--- src/rtl/buzzer_sequencer.sv ---
// Shares one buzzer pin among four tone sources (key, tick, fail, ok) with fixed
// priority, one-deep pending queue per source, preemption and per-tone square waves.
module buzzer_sequencer #(
  parameter int CNT_W     = 32,
  parameter int KEY_HALF  = 50000,
  parameter int KEY_LEN   = 10000000,
  parameter int TICK_HALF = 100000,
  parameter int TICK_LEN  = 5000000,
  parameter int FAIL_HALF = 100000,
  parameter int FAIL_LEN  = 15000000,
  parameter int FAIL_GLO  = 5000000,
  parameter int FAIL_GHI  = 10000000,
  parameter int OK_HALF   = 25000,
  parameter int OK_LEN    = 30000000
) (
  input  logic       clk,
  input  logic       rst,
  input  logic       req_key,
  input  logic       req_tick,
  input  logic       req_fail,
  input  logic       req_ok,
  input  logic       mute,
  output logic       buzzer,
  output logic       busy,
  output logic [2:0] active_id,
  output logic       done
);

  typedef enum logic [1:0] {S_IDLE, S_PLAY, S_DONE} state_t;

  localparam logic [2:0] ID_NONE = 3'd0;
  localparam logic [2:0] ID_KEY  = 3'd1;
  localparam logic [2:0] ID_TICK = 3'd2;
  localparam logic [2:0] ID_FAIL = 3'd3;
  localparam logic [2:0] ID_OK   = 3'd4;

  localparam logic [CNT_W-1:0] KEY_HL  = CNT_W'(KEY_HALF - 1);
  localparam logic [CNT_W-1:0] KEY_LL  = CNT_W'(KEY_LEN - 1);
  localparam logic [CNT_W-1:0] TICK_HL = CNT_W'(TICK_HALF - 1);
  localparam logic [CNT_W-1:0] TICK_LL = CNT_W'(TICK_LEN - 1);
  localparam logic [CNT_W-1:0] FAIL_HL = CNT_W'(FAIL_HALF - 1);
  localparam logic [CNT_W-1:0] FAIL_LL = CNT_W'(FAIL_LEN - 1);
  localparam logic [CNT_W-1:0] OK_HL   = CNT_W'(OK_HALF - 1);
  localparam logic [CNT_W-1:0] OK_LL   = CNT_W'(OK_LEN - 1);
  localparam logic [CNT_W-1:0] GAP_LO  = CNT_W'(FAIL_GLO);
  localparam logic [CNT_W-1:0] GAP_HI  = CNT_W'(FAIL_GHI);
  localparam logic [CNT_W-1:0] CNT_ONE = CNT_W'(1);

  state_t           r_state, w_state_n;
  logic [2:0]       r_active, w_active_n;
  logic [CNT_W-1:0] r_dur, w_dur_n;
  logic [CNT_W-1:0] r_half, w_half_n;
  logic             r_phase, w_phase_n;
  logic [3:0]       r_pending, w_pending_n;
  logic             r_buzzer, w_buzzer_n;

  logic [3:0]       w_req;
  logic [3:0]       w_eff;
  logic [2:0]       w_top_rank;
  logic [2:0]       w_top_id;
  logic [2:0]       w_act_rank;
  logic             w_gap;

  // Rank 4..1 follows ok > fail > key > tick; it is also bit index + 1 in w_eff.
  function automatic logic [2:0] rank_of(input logic [2:0] id);
    case (id)
      ID_OK:   rank_of = 3'd4;
      ID_FAIL: rank_of = 3'd3;
      ID_KEY:  rank_of = 3'd2;
      ID_TICK: rank_of = 3'd1;
      default: rank_of = 3'd0;
    endcase
  endfunction

  function automatic logic [2:0] id_of_rank(input logic [2:0] rank);
    case (rank)
      3'd4:    id_of_rank = ID_OK;
      3'd3:    id_of_rank = ID_FAIL;
      3'd2:    id_of_rank = ID_KEY;
      3'd1:    id_of_rank = ID_TICK;
      default: id_of_rank = ID_NONE;
    endcase
  endfunction

  function automatic logic [3:0] mask_of(input logic [2:0] id);
    case (id)
      ID_OK:   mask_of = 4'b1000;
      ID_FAIL: mask_of = 4'b0100;
      ID_KEY:  mask_of = 4'b0010;
      ID_TICK: mask_of = 4'b0001;
      default: mask_of = 4'b0000;
    endcase
  endfunction

  function automatic logic [CNT_W-1:0] half_last(input logic [2:0] id);
    case (id)
      ID_OK:   half_last = OK_HL;
      ID_FAIL: half_last = FAIL_HL;
      ID_KEY:  half_last = KEY_HL;
      ID_TICK: half_last = TICK_HL;
      default: half_last = '0;
    endcase
  endfunction

  function automatic logic [CNT_W-1:0] len_last(input logic [2:0] id);
    case (id)
      ID_OK:   len_last = OK_LL;
      ID_FAIL: len_last = FAIL_LL;
      ID_KEY:  len_last = KEY_LL;
      ID_TICK: len_last = TICK_LL;
      default: len_last = '0;
    endcase
  endfunction

  assign w_req = {req_ok, req_fail, req_key, req_tick};
  assign w_eff = r_pending | w_req;

  always_comb begin
    w_top_rank = 3'd0;
    if (w_eff[3])      w_top_rank = 3'd4;
    else if (w_eff[2]) w_top_rank = 3'd3;
    else if (w_eff[1]) w_top_rank = 3'd2;
    else if (w_eff[0]) w_top_rank = 3'd1;
  end

  assign w_top_id   = id_of_rank(w_top_rank);
  assign w_act_rank = rank_of(r_active);

  always_ff @(posedge clk or posedge rst) begin
    if (rst) begin
      r_state   <= S_IDLE;
      r_active  <= ID_NONE;
      r_dur     <= '0;
      r_half    <= '0;
      r_phase   <= 1'b0;
      r_pending <= 4'b0000;
      r_buzzer  <= 1'b0;
    end else begin
      r_state   <= w_state_n;
      r_active  <= w_active_n;
      r_dur     <= w_dur_n;
      r_half    <= w_half_n;
      r_phase   <= w_phase_n;
      r_pending <= w_pending_n;
      r_buzzer  <= w_buzzer_n;
    end
  end

  always_comb begin
    w_state_n   = r_state;
    w_active_n  = r_active;
    w_dur_n     = r_dur;
    w_half_n    = r_half;
    w_phase_n   = r_phase;
    w_pending_n = r_pending | w_req;

    case (r_state)
      S_IDLE, S_DONE: begin
        if (w_eff != 4'b0000) begin
          w_state_n   = S_PLAY;
          w_active_n  = w_top_id;
          w_dur_n     = '0;
          w_half_n    = '0;
          w_phase_n   = 1'b1;
          w_pending_n = w_eff & ~mask_of(w_top_id);
        end else begin
          w_state_n  = S_IDLE;
          w_active_n = ID_NONE;
          w_dur_n    = '0;
          w_half_n   = '0;
          w_phase_n  = 1'b0;
        end
      end
      S_PLAY: begin
        // Preemption beats retrigger, which beats normal end of tone.
        if (w_top_rank > w_act_rank) begin
          w_active_n  = w_top_id;
          w_dur_n     = '0;
          w_half_n    = '0;
          w_phase_n   = 1'b1;
          w_pending_n = w_eff & ~mask_of(w_top_id);
        end else if ((w_req & mask_of(r_active)) != 4'b0000) begin
          w_dur_n     = '0;
          w_half_n    = '0;
          w_phase_n   = 1'b1;
          w_pending_n = w_eff & ~mask_of(r_active);
        end else if (r_dur == len_last(r_active)) begin
          w_state_n = S_DONE;
        end else begin
          w_dur_n = r_dur + CNT_ONE;
          if (r_half == half_last(r_active)) begin
            w_half_n  = '0;
            w_phase_n = ~r_phase;
          end else begin
            w_half_n = r_half + CNT_ONE;
          end
        end
      end
      default: begin
        w_state_n  = S_IDLE;
        w_active_n = ID_NONE;
      end
    endcase
  end

  // Gap is judged on the counter value the register will hold next cycle.
  assign w_gap = (w_active_n == ID_FAIL) && (w_dur_n >= GAP_LO) && (w_dur_n < GAP_HI);
  assign w_buzzer_n = (w_state_n == S_PLAY) & w_phase_n & ~mute & ~w_gap;

  assign buzzer    = r_buzzer;
  assign busy      = (r_state == S_PLAY);
  assign done      = (r_state == S_DONE);
  assign active_id = r_active;

endmodule

--- config.mk ---
export PLATFORM = sky130hd
export DESIGN_NAME = buzzer_sequencer
export DESIGN_NICKNAME = d
export VERILOG_FILES = /design/src/rtl/buzzer_sequencer.sv
export SDC_FILE = /design/constraint.sdc
export NUM_CORES = 1
export LEC_CHECK = 0
export ABC_CLOCK_PERIOD_IN_PS = 5100
export CAP_MARGIN = 20
export CELL_PAD_IN_SITES_DETAIL_PLACEMENT = 1
export CELL_PAD_IN_SITES_GLOBAL_PLACEMENT = 2
export CORE_MARGIN = 2
export CORE_UTILIZATION = 40
export CTS_BUF_LIST = sky130_fd_sc_hd__clkbuf_4 sky130_fd_sc_hd__clkbuf_8
export DETAILED_ROUTE_END_ITERATION = 10
export MAX_ROUTING_LAYER = met4
export PLACE_DENSITY = 0.85
export SLEW_MARGIN = 20
export SYNTH_ARGS = -nofsm -noshare
export SYNTH_HDL_FRONTEND = slang
export SYNTH_SLANG_ARGS = --single-unit
--- constraint.sdc ---
create_clock -name clk -period 5.1 [get_ports clk]
set_clock_uncertainty 0.2 [all_clocks]
set_input_delay 1.02 -clock clk [delete_from_list [all_inputs] [get_ports clk]]
set_output_delay 1.02 -clock clk [all_outputs]
set_load 0.01 [all_outputs]
# == Yosys cells after proc, flatten, opt, wreduce, memory -nomap -nowiden ==
# Cells that the tools add are included.
# totals
out_inout_bits,6
latchBits,0
input_bits,7
mem_bits_ro,0
mem_bits_rw,0
memories,0
elab_cells,107
register_bits,75
# op_classes
mul,0
n_div,0
addsub,2
shifts,0
n_eq_ne,19
bitwise_logic,14
mux,53
order_cmp,3
reduce_logical,9
# op_table
op,n
two-way mux 32 bit,14
one-hot mux 32 bit (2 select lines),2
one-hot mux 25 bit (4 select lines),1
adder 32 x 1 -> 32 bit (second input constant),2
equality test 32 bit,2
one-hot mux 17 bit (3 select lines),1
two-way mux 4 bit,12
greater-or-equal comparator 32 x 23 -> 1 bit (second input constant),1
< comparator 32 x 24 -> 1 bit (second input constant),1
one-hot mux 4 bit (4 select lines),2
one-hot mux 3 bit (4 select lines),2
equality test 3 x 2 -> 1 bit (second input constant),7
bitwise AND 4 bit,4
NOT 4 bit,3
two-way mux 2 bit,5
equality test 3 x 1 -> 1 bit (second input constant),3
equality test 3 bit (second input constant),3
two-way mux 3 bit,3
one-hot mux 4 bit (2 select lines),1
nonzero test 4 bit,2
two-way mux 1 bit,7
one-hot mux 3 bit (2 select lines),1
equality test 2 x 1 -> 1 bit (second input constant),2
!= test 4 bit (second input constant),1
12 further kinds,18

# == Depth between registers and ports, before layout ==
# Gate-level depths: netlist of the first run.
# depth
depth_word,27
ltp_mapped,16
ltp_nobuf,14

# == Least setup slack after synthesis of the first run ==
# No wires, ideal clock.
# synth_path
kind,input to register
start,in req_ok
end,"reg r_buzzer, in the netlist buzzer"
n_path_buf,1
arrival_ns,4.004
setup_slack_ns,0.763
path_stages,12
setup_time_ns,0.133
required_ns,4.767
path_cell_list,nor2_1 inv_1 nor2_1 ha_1 a211oi_1 o211ai_1 buf_4 or3_1 o21a_1 or4_1 o41ai_1 a31oi_1
# synth_between
elab_chain_cells,11
elab_cells_between_ends,35
classes_between,order compare: 3; eq/ne: 6; mux: 16; bitwise: 6; reduce/logical: 4
# synth_rtl
item,line_no,rtl
start: declaration,21,"input logic req_ok,"
branches (longest 10 deep; another with greater-or-equal comparator 32 x 23 -> 1 bit),--,
bitwise AND 1 bit *,208,assign w_buzzer_n = (w_state_n == S_PLAY) & w_phase_n & ~mute & ~w_gap;
net w_buzzer_n,55,"logic r_buzzer, w_buzzer_n;"
end signal: assignment,145,r_buzzer <= w_buzzer_n;
end: declaration,55,
# Mark *: on every way through the listed nets, which the timed path passes.
# A chain may end at the register's enable or synchronous reset.

# == Final worst setup path of the first run ==
# layout_path
start,in req_key
end,"reg r_buzzer, in the netlist buzzer"
# layout_between
elab_chain_cells,13
elab_cells_between_ends,37
classes_between,order compare: 3; eq/ne: 6; mux: 18; bitwise: 6; reduce/logical: 4
# layout_rtl
item,line_no,rtl
start: declaration,18,"input logic req_key,"
branches (longest 12 deep; another with greater-or-equal comparator 32 x 23 -> 1 bit),--,
bitwise AND 1 bit *,208,
net w_buzzer_n,55,
# Marked as above.

==> results by stage, run 1 <==
Critical path:
- Data on the critical path arrives at its endpoint at just under 5 ns.
- In this run the worst setup path begins at req_key.
- In this design, the stage delay of the slowest critical-path cell is between 0.5 and 0.6 ns.
- Among cell families on the critical path, the largest total delay comes from compound AO/OA/AOI/OAI gates.
- The worst register-to-register path begins at active_id[1].
- The data required time of the critical path is ~5 ns.
- The most frequent cell on the critical path is sky130_fd_sc_hd__a211oi_1.
- The worst setup path is launched from an input port.
- Along the worst path, the maximum fanout reaches 29.
- Among all stages on the critical path, the largest delay is contributed by sky130_fd_sc_hd__a211oi_1.
- The critical path contains buffers and inverters numbering 2 combined.
- Walking the worst path, the cells encountered are clkdlybuf4s50_1 -> nor4_1 -> nor2_1 -> ha_1 -> nand3_1 -> o21ai_1 -> o211ai_1 -> buf_4 -> o21ai_0 -> a211oi_1 -> nand2_1 -> a211oi_1 -> and4_1 -> a31oi_1.
- The worst setup path is of the input port to flip-flop kind.
- STA classifies the critical path endpoint as a flip-flop.

Route:
- The routed length per instance is 20.6 um.
- In the routed design, unresolved DRC markers number 0.
- The number of search-and-repair iterations in the first detailed-routing pass is 5.
- The mean number of vias per cell is 6.25.
- The vias after detailed routing is about 5,100.
- The total detailed-routing wirelength is roughly 17,000 um.
- After the first detailed-routing iteration, the DRC count stood at 426.
- The number of nets still failing antenna checks after routing is 0.

Placed design:
- The placer's final routability congestion estimate is around 0.9.
- Once detailed placement completed, the half-perimeter wirelength came to between 10,000 and 15,000 um.
- The number of port buffers is 12.

CTS:
- After clock tree synthesis, the flow added hold-fix buffers numbering 0.
- The H-tree generated during clock tree synthesis spans 3 levels.
- The clock tree from TritonCTS is yes.
- The number of clock sinks is 75.
- In this run, post-CTS repair resized a total of 0 instances.
- The total CTS buffers is 9.
- The post-CTS setup-driven buffer insertion count is 0.
- The clock slew at the register clock pins of the worst setup and hold paths is 0.07 ns.
- The maximum clock path buffer count is 2.
- The clock reaches the later pin of the worst-skew pair after 0.37 ns.
- The library cell used as clock root buffer is sky130_fd_sc_hd__clkbuf_8.

Floorplan:
- The floorplan has between 40 and 50 rows.
- The die width is about 120 um.
- The floorplan step set the die height to between 100 and 150 um.
- The starting density of the core is between 40% and 50%.
- In this run the standard cell core region covers about 13,000 um^2.
- The die area is between 10,000 and 15,000 um^2.
- The I/O pin count is 13.

Synth:
- The cell type with the largest total area after synthesis is sky130_fd_sc_hd__dfrtp_1.
- In the synthesized netlist, the number of instances is roughly 650.
- In this run the biggest area consumer among cell types represents between 30% and 40% of the synthesized area.
- The net count after synthesis is 665.
- The count of distinct cell types in the synthesized netlist is 81.
- After synthesis, the mean cell area works out to a little over 8 um^2.
- Yosys attributes the largest share of cell area to sky130_fd_sc_hd__dfrtp_1 35%, sky130_fd_sc_hd__nor2_1 5.1%, sky130_fd_sc_hd__o21ai_0 4.5%, sky130_fd_sc_hd__xnor2_1 4.1%, sky130_fd_sc_hd__nand2_1 4.0%.
- Counting flops and latches in the post-synthesis netlist gives between 70 and 80.
- The fraction of the yosys area taken by sequential cells is between 30% and 40%.
- The cell area after synthesis is approximately 5400 um^2.
- Yosys printed 0 warnings.
- Among all flip-flop cells after synthesis, the most frequent one is sky130_fd_sc_hd__dfrtp_1.
- The fraction of registers with async set or reset after synthesis is between 90% and 100%.
- The number of enable flip-flop cells after synthesis is 0.

Final layout:
- The diode insertion count for antenna repair is 0.
- The layout-stage area growth over the synthesis result is 7.58%.
- The post-layout net count is 656.
- At the end of the flow the core is filled with cells to 43.9%.
- The number of fill cells in the layout is about 1,600.
- The fraction of layout instances using a drive strength above 1 is 9.10%.

Timing:
- Setup violations remaining at the end of the flow were counted as 0.
- Setup repair after global routing left no endpoint under its margin.
- At the pin with the least slew margin, the transition time is 0.871 ns.
- The final number of max-transition violations came to 0.
- The highest achievable clock rate is 209 MHz.
- After routing, the total negative slack on setup checks comes to 0 ns.
- The smallest clock period supported by the final layout is computed as roughly 4.8 ns.
- The count of endpoints failing hold in the final timing report is 0.
- Headroom to the max-slew limit came out at about two fifths.
- Dividing the final minimum period by the clock period gives 93.9%.

Power and ir drop:
- The power per standard cell area is 434 nW/um^2.
- The reported leakage power is about 2.2 nW.
- The share of power burned in the clock network is between 10% and 20%.
- The combinational fraction of design power is 53.3%.
- The switching power is roughly 1.2 mW.
- The maximum ir drop on the vdd rail is between 0.15 and 0.2 mV.
- The switching share of power is 45.9%.
- The part of the power in registers is between 20% and 30%.
- Cell internal power was estimated by the tool at between 1 and 1.5 mW.

Global routing:
- The number of global-route vias before repair is 5,385.
- The total congestion overflow after global routing is 0.
- Across every metal layer, demand over resource in global routing totals between 20% and 30%.
- The number of antenna violations at the first check in global routing came to 0.
- Global routing used roughly 4.3% of the available met3 tracks.
- The met1 track demand over resource is between 30% and 40%.
- The first-pass GRT wire length is 28,300 um.
- The met2 track demand over resource is about 40%.
- The largest net degree at the start of global routing is 48.
- met2 is the most crowded layer.

Flow run:
- The total of max-cap violations is 0.

Min path:
- The worst hold path belongs to the class flip-flop to flip-flop.
- The worst hold path begins at r_half[4].

Run status:
- The flow ran to the end, and the final reports show no timing, DRC or antenna violations.
==> Yosys cell counts (6+ instances only) <==
master	number
sky130_fd_sc_hd__nand3_1	29
sky130_fd_sc_hd__or3_1	7
sky130_fd_sc_hd__o22ai_1	7
sky130_fd_sc_hd__nand4_1	21
sky130_fd_sc_hd__and3_1	10
sky130_fd_sc_hd__a21oi_1	20
sky130_fd_sc_hd__xnor2_1	25
sky130_fd_sc_hd__xor2_1	8
sky130_fd_sc_hd__a31oi_1	12
sky130_fd_sc_hd__o21ai_0	48
sky130_fd_sc_hd__nand2_1	57
sky130_fd_sc_hd__a211oi_1	8
sky130_fd_sc_hd__and4_1	8
sky130_fd_sc_hd__dfrtp_1	75
sky130_fd_sc_hd__clkbuf_1	26
sky130_fd_sc_hd__nor2_1	73
sky130_fd_sc_hd__nor4_1	22
sky130_fd_sc_hd__and2_1	6
sky130_fd_sc_hd__inv_1	23
sky130_fd_sc_hd__nor3_1	20
sky130_fd_sc_hd__buf_2	9
==> through the flow <==
stage,power (mW),hold WS (ns),setup slack [ns],instances,area (um^2)
final,2.52,0.357,0.313,824,5790
after global routing,2.71,0.398,0.00276,824,5790
after CTS,2.53,0.358,0.362,824,5790
after detailed placement,2.03,0.347,-0.00915,809,5590
after global placement,2.00,0.332,0.173,809,5590
after floorplan,1.69,0.284,0.763,653,5380
==> worst paths after layout <==
check | slack, ns | cells after the start | to
hold / removal | 0.36 | 1 | r_half[4]
min in group asynchronous | 0.92 | 2 | r_half[7]
max in group asynchronous | 2.86 | 3 | r_dur[20]
hold reg to reg | 0.36 | 1 | r_half[4]
setup / recovery | 0.31 | 14 | buzzer
setup reg to reg | 0.96 | 12 | buzzer
==> placed cells by master (no fill, tap or decap), types with 10 or more instances in the layout <==
| cell type | Yosys | routed |
|---|---|---|
| sky130_fd_sc_hd__inv_1 | 23 | 22 |
| sky130_fd_sc_hd__dfrtp_1 | 75 | 75 |
| sky130_fd_sc_hd__clkdlybuf4s50_1 | 0 | 12 |
| sky130_fd_sc_hd__nor2_1 | 73 | 73 |
| sky130_fd_sc_hd__buf_4 | 5 | 17 |
| sky130_fd_sc_hd__clkbuf_8 | 0 | 11 |
| sky130_fd_sc_hd__nor3_1 | 20 | 20 |
| sky130_fd_sc_hd__a21oi_1 | 20 | 20 |
| sky130_fd_sc_hd__xnor2_1 | 25 | 25 |
| sky130_fd_sc_hd__nor4_1 | 22 | 22 |
| sky130_fd_sc_hd__o21ai_0 | 48 | 48 |
| sky130_fd_sc_hd__a31oi_1 | 12 | 12 |
| sky130_fd_sc_hd__and3_1 | 10 | 10 |
| sky130_fd_sc_hd__nand2_1 | 57 | 57 |
| sky130_fd_sc_hd__nand4_1 | 21 | 21 |
| sky130_fd_sc_hd__nand3_1 | 29 | 29 |
==> flip-flops by register name (all words and copies together), names as in the netlist <==
name       count
r_phase        1
active_id      3
buzzer         1
r_state        2
r_half        32
r_pending      4
r_dur         32
==> power by group through the flow <==
stage          clock network [mW]  registers, mW  logic, mW
2_1_floorplan                   0          0.695      0.990
3_3_place_gp                    0          0.696       1.31
3_5_place_dp                    0          0.700       1.33
4_1_cts                     0.498          0.689       1.34
5_1_grt                     0.527          0.696       1.49
6_report                    0.485          0.689       1.34
==> cells by family (layout without fill, tap and decap cells) <==
| group | after synthesis | in the layout | synth area share (%) |
|---|---|---|---|
| fa+ha+maj | 5 | 5 | 1.16 |
| xor+xnor | 33 | 33 | 5.37 |
| mux | 6 | 6 | 1.23 |
| compound gates | 157 | 157 | 19.5 |
| simple gates | 305 | 305 | 31.3 |
| flops | 75 | 75 | 34.9 |
| buf+inv | 72 | 67 | 6.49 |
==> layout make-up <==
type                            instances  area (um^2)  area share [%]
Clock buffer                           13          166            2.87
Timing Repair Buffer                   29          248            4.28
Tap cell                              176          220            3.80
Sequential cell                        75         1880            32.4
Multi-Input combinational cell        506         3160            54.5
Clock inverter                          2         35.0           0.605
Inverter                               23         87.6            1.51
==> routing by layer <==
| metal | up-vias | wire length, um |
|---|---|---|
| li1 | 2390 | - |
| met1 | 2588 | 7850 |
| met3 | 45 | 604 |
| met5 | - | 0 |
| met2 | 124 | 8110 |
| met4 | 0 | 452 |
No activity file was read; power rests on OpenSTA's default activity.
==> run 2: changes to the inputs <==
==> constraint.sdc (replaced) <==
create_clock -name clk -period 5.1 [get_ports clk]
set_clock_uncertainty 0.2 [all_clocks]
set_input_delay 0.51 -clock clk [delete_from_list [all_inputs] [get_ports clk]]
set_output_delay 0.51 -clock clk [all_outputs]
set_load 0.01 [all_outputs]
==> run 2 against run 1 <==
  * Largest cell class unchanged
  * Non-clock buffer count fell by 3
  * Cell area shrank 0.89%
  * Critical path type unchanged
  * Clock power fell by 11%
  * Critical endpoint unchanged
  * Sequential share of layout area is 0.29 points higher
  * Cell count shrank 0.24%
  * Setup slack improved by 0.27 ns
  * Power decreased by 0.20%
  * Utilization shrank 0.39 points
  * Global-route usage is 0.42 points higher
==> results by stage, run 2 (same netlist as run 1, synthesis figures left out) <==
Power and ir drop:
- The maximum ir drop on the vdd rail is 0.228 mV (was 0.196 mV).
- The reported leakage power is 2.16 nW (was 2.20 nW).
- The power per standard cell area is 438 nW/um^2 (was 434 nW/um^2).

Global routing:
- The largest net degree at the start of global routing is 44 (was 48).
- The total congestion overflow after global routing is 0 (unchanged).
- The number of global-route vias before repair is 5,315 (was 5,385).
- The aggregate global-route resource usage is 25.9% (was 25.5%).
- The number of antenna violations at the first check in global routing is 0 (unchanged).
- The first-pass GRT wire length came to 28,400 um (was 28,300 um).

Timing:
- The aggregate negative setup slack is 0 ns (unchanged).
- The post-route clock period utilization came to 88.5% (was 93.9%).
- The final-layout worst hold slack is 0.311 ns (was 0.357 ns).
- Setup repair after global routing missed its margin: no (unchanged).
- The final number of max-transition violations is 0 (unchanged).
- The transition time at the pin with the least slew margin is 0.824 ns (was 0.871 ns).
- The highest achievable clock rate was 222 MHz (was 209 MHz).
- The total of endpoints with negative setup slack in the final report was 0 (unchanged).
- The count of endpoints failing hold in the final timing report is 0 (unchanged).
- The worst slew margin relative to its limit came to 44.9% (was 41.9%).
- The final critical path time including I/O delays and setup is 4.51 ns (was 4.79 ns).
- The post-layout worst setup margin is 0.588 ns (was 0.313 ns).

Run status:
- Status: complete, no violations (unchanged).

Placed design:
- The placer's final routability congestion estimate is 0.930 (was 0.895).
- The number of port buffers was 12 (unchanged).
- The worst slack at placement is 0.303 ns (was -0.00915 ns).
- The HPWL reported at the end of detailed placement came to 12,700 um (was 12,500 um).

Route:
- The routed length on met2 came to 8400 um (was 8110 um).
- The DRC marker count from the first detailed-route iteration is 333 (was 426).
- The total detailed-routing wirelength is 17,400 um (was 17,000 um).
- The routed length per instance is 21.1 um (was 20.6 um).
- The uppermost layer routed is met4 (unchanged).
- The sum of met3 wire segment lengths after detailed routing is 831 um (was 604 um).
- The number of search-and-repair iterations in the first detailed-routing pass is 4 (was 5).
- The number of design rule violations left after detail routing is 0 (unchanged).
- The mean number of vias per cell is 6.25 (about the same).
- The number of nets still failing antenna checks after routing was 0 (unchanged).
- The vias after detailed routing came to 5,137 (was 5,147).
- The detailed-route wire length on metal 1 came to 7630 um (was 7850 um).

Flow run:
- The total of max-cap violations was 0 (unchanged).

Critical path:
- The type of the setup path with the least slack is input port to flip-flop (unchanged).
- The stage delay of the slowest cell on the critical path is 0.72 ns (was 0.55 ns).
- Series of cell instances along the critical path: clkdlybuf4s50_1 -> nor4_1 -> nor2_1 -> ha_1 -> nand3_1 -> o21ai_1 -> o211ai_1 -> buf_4 -> o21ai_0 -> a211oi_1 -> nand2_1 -> a211oi_1 -> and4_1 -> a31oi_1 (unchanged).
- The maximum fanout encountered on the critical timing path was 20 (was 29).
- The data arrival time at the worst-slack endpoint is 4.58 ns (was 4.82 ns).
- The type of element capturing the critical path was a flip-flop (unchanged).
- The cell with the largest stage delay on the worst path is sky130_fd_sc_hd__o211ai_1 (was sky130_fd_sc_hd__a211oi_1).
- The most frequent cell on the critical path is sky130_fd_sc_hd__a211oi_1 (unchanged).
- The data required time of the critical path is 5.17 ns (was 5.14 ns).
- The type of element launching the critical path is an input port (unchanged).

Floorplan:
- The starting density of the core is 40.8% (unchanged).
- The die area came to 14,400 um^2 (unchanged).
- The vertical extent of the die is 120 um (unchanged).
- The die width is 120 um (unchanged).
- The number of core rows is 42 (unchanged).
- The area of the core region was 13,200 um^2 (unchanged).
- The I/O pin count is 13 (unchanged).

CTS:
- The clock tree from TritonCTS was yes (unchanged).
- The library cell used as clock root buffer is sky130_fd_sc_hd__clkbuf_8 (unchanged).
- The number of cells upsized or downsized after cts is 0 (unchanged).
- The post-CTS setup-driven buffer insertion count is 0 (unchanged).
- The count of hold buffers inserted by post-cts repair is 0 (unchanged).
- The number of clock sinks came to 75 (unchanged).
- The maximum clock path buffer count is 2 (unchanged).
- The clock latency reported for the late side of the worst-skew pair is 0.39 ns (was 0.37 ns).
- The clock slew at the register clock pins of the worst setup and hold paths came to 0.09 ns (was 0.07 ns).
- The deepest level of the CTS H-tree is 3 (unchanged).
- The total CTS buffers came to 9 (unchanged).

Final layout:
- Largest registers ranked by flip-flop count: r_dur x32, r_half x32, r_pending x4 (unchanged).
- The diode insertion count for antenna repair is 0 (unchanged).
- The final design utilization is 43.5% (was 43.9%).
- The post-layout net count is 653 (was 656).
- The most common library cell in the layout ignoring fill and taps was sky130_fd_sc_hd__dfrtp_1 (unchanged).
- The number of fill cells in the layout is 1,579 (was 1,604).
- The fraction of layout instances using a drive strength above 1 is 8.82% (was 9.10%).
- Commonest cells after routing, fill and taps aside: 75 x sky130_fd_sc_hd__dfrtp_1, 73 x sky130_fd_sc_hd__nor2_1, 57 x sky130_fd_sc_hd__nand2_1, 48 x sky130_fd_sc_hd__o21ai_0, 29 x sky130_fd_sc_hd__nand3_1 (unchanged).
- The register cell area after layout is 1880 um^2 (unchanged).
- The layout-stage area growth over the synthesis result is 6.62% (was 7.58%).
- The area taken by multi-input logic gates was 3160 um^2 (unchanged).

Min path:
- The class of the most critical hold timing path is input port to async pin (was flip-flop to flip-flop).
run 2: cell count changes in the layout (fill, tap and decap cells not counted), sizes merged:
cell / delta
clkbuf: -3
bufinv: -1
inv: +1
clkinv: +1
buf: -3
clkinvlp: +3
run 2: metrics by stage:
step                      total power [mW]  instance area (um^2)  cells
after detailed placement              2.08                  5570    806
after global placement                2.04                  5570    806
after floorplan                       1.69                  5380    653
final                                 2.51                  5740    822
after global routing                  2.69                  5740    822
after CTS                             2.52                  5740    822
run 2: metal layers:
| metal | GRT usage, % | vias up |
|---|---|---|
| li1 | - | 2395 |
| met1 | 32.3 | 2610 |
| met2 | 41.0 | 99 |
| met3 | 4.75 | 33 |
| met4 | 11.6 | 0 |
| met5 | - | - |
run 2: final cells by class:
cell class | count | share of cell area [%]
multi-input combinational | 506 | 55.0
tap | 176 | 3.84
timing repair buffer | 26 | 3.92
inverter | 23 | 1.53
clock inverter | 6 | 0.719
clock buffer | 10 | 2.29
sequential | 75 | 32.7
run 2: path summary, 6_finish.rpt:
| path | cells past startpoint | endpoint | slack (ns) | from |
|---|---|---|---|---|
| setup / recovery | 14 | buzzer | 0.59 | req_fail |
| hold / removal | 2 | r_pending[1] | 0.31 | rst |
| setup reg to reg | 13 | buzzer | 0.65 | active_id[1] |
| hold reg to reg | 1 | r_half[4] | 0.36 | r_half[4] |
| max in group asynchronous | 3 | r_dur[8] | 3.40 | rst |
| min in group clk | 1 | r_half[4] | 0.36 | r_half[4] |
run 2: worst max-delay path, delay by kind of cell:
family | cells | cell delay, ns
AO/OA/AOI/OAI | 6 | 1.94
AND/OR/NAND/NOR | 5 | 0.95
buffers and inverters | 2 | 0.87
adder cells (fa/ha/maj) | 1 | 0.32
run 2: where the power goes:
group,internal [mW],leakage [nW],total (mW),switching (mW)
registers,0.643,1.01,0.689,0.0466
clock network,0.182,0.0821,0.432,0.250
logic,0.467,1.06,1.39,0.922
total,1.29,2.16,2.51,1.22
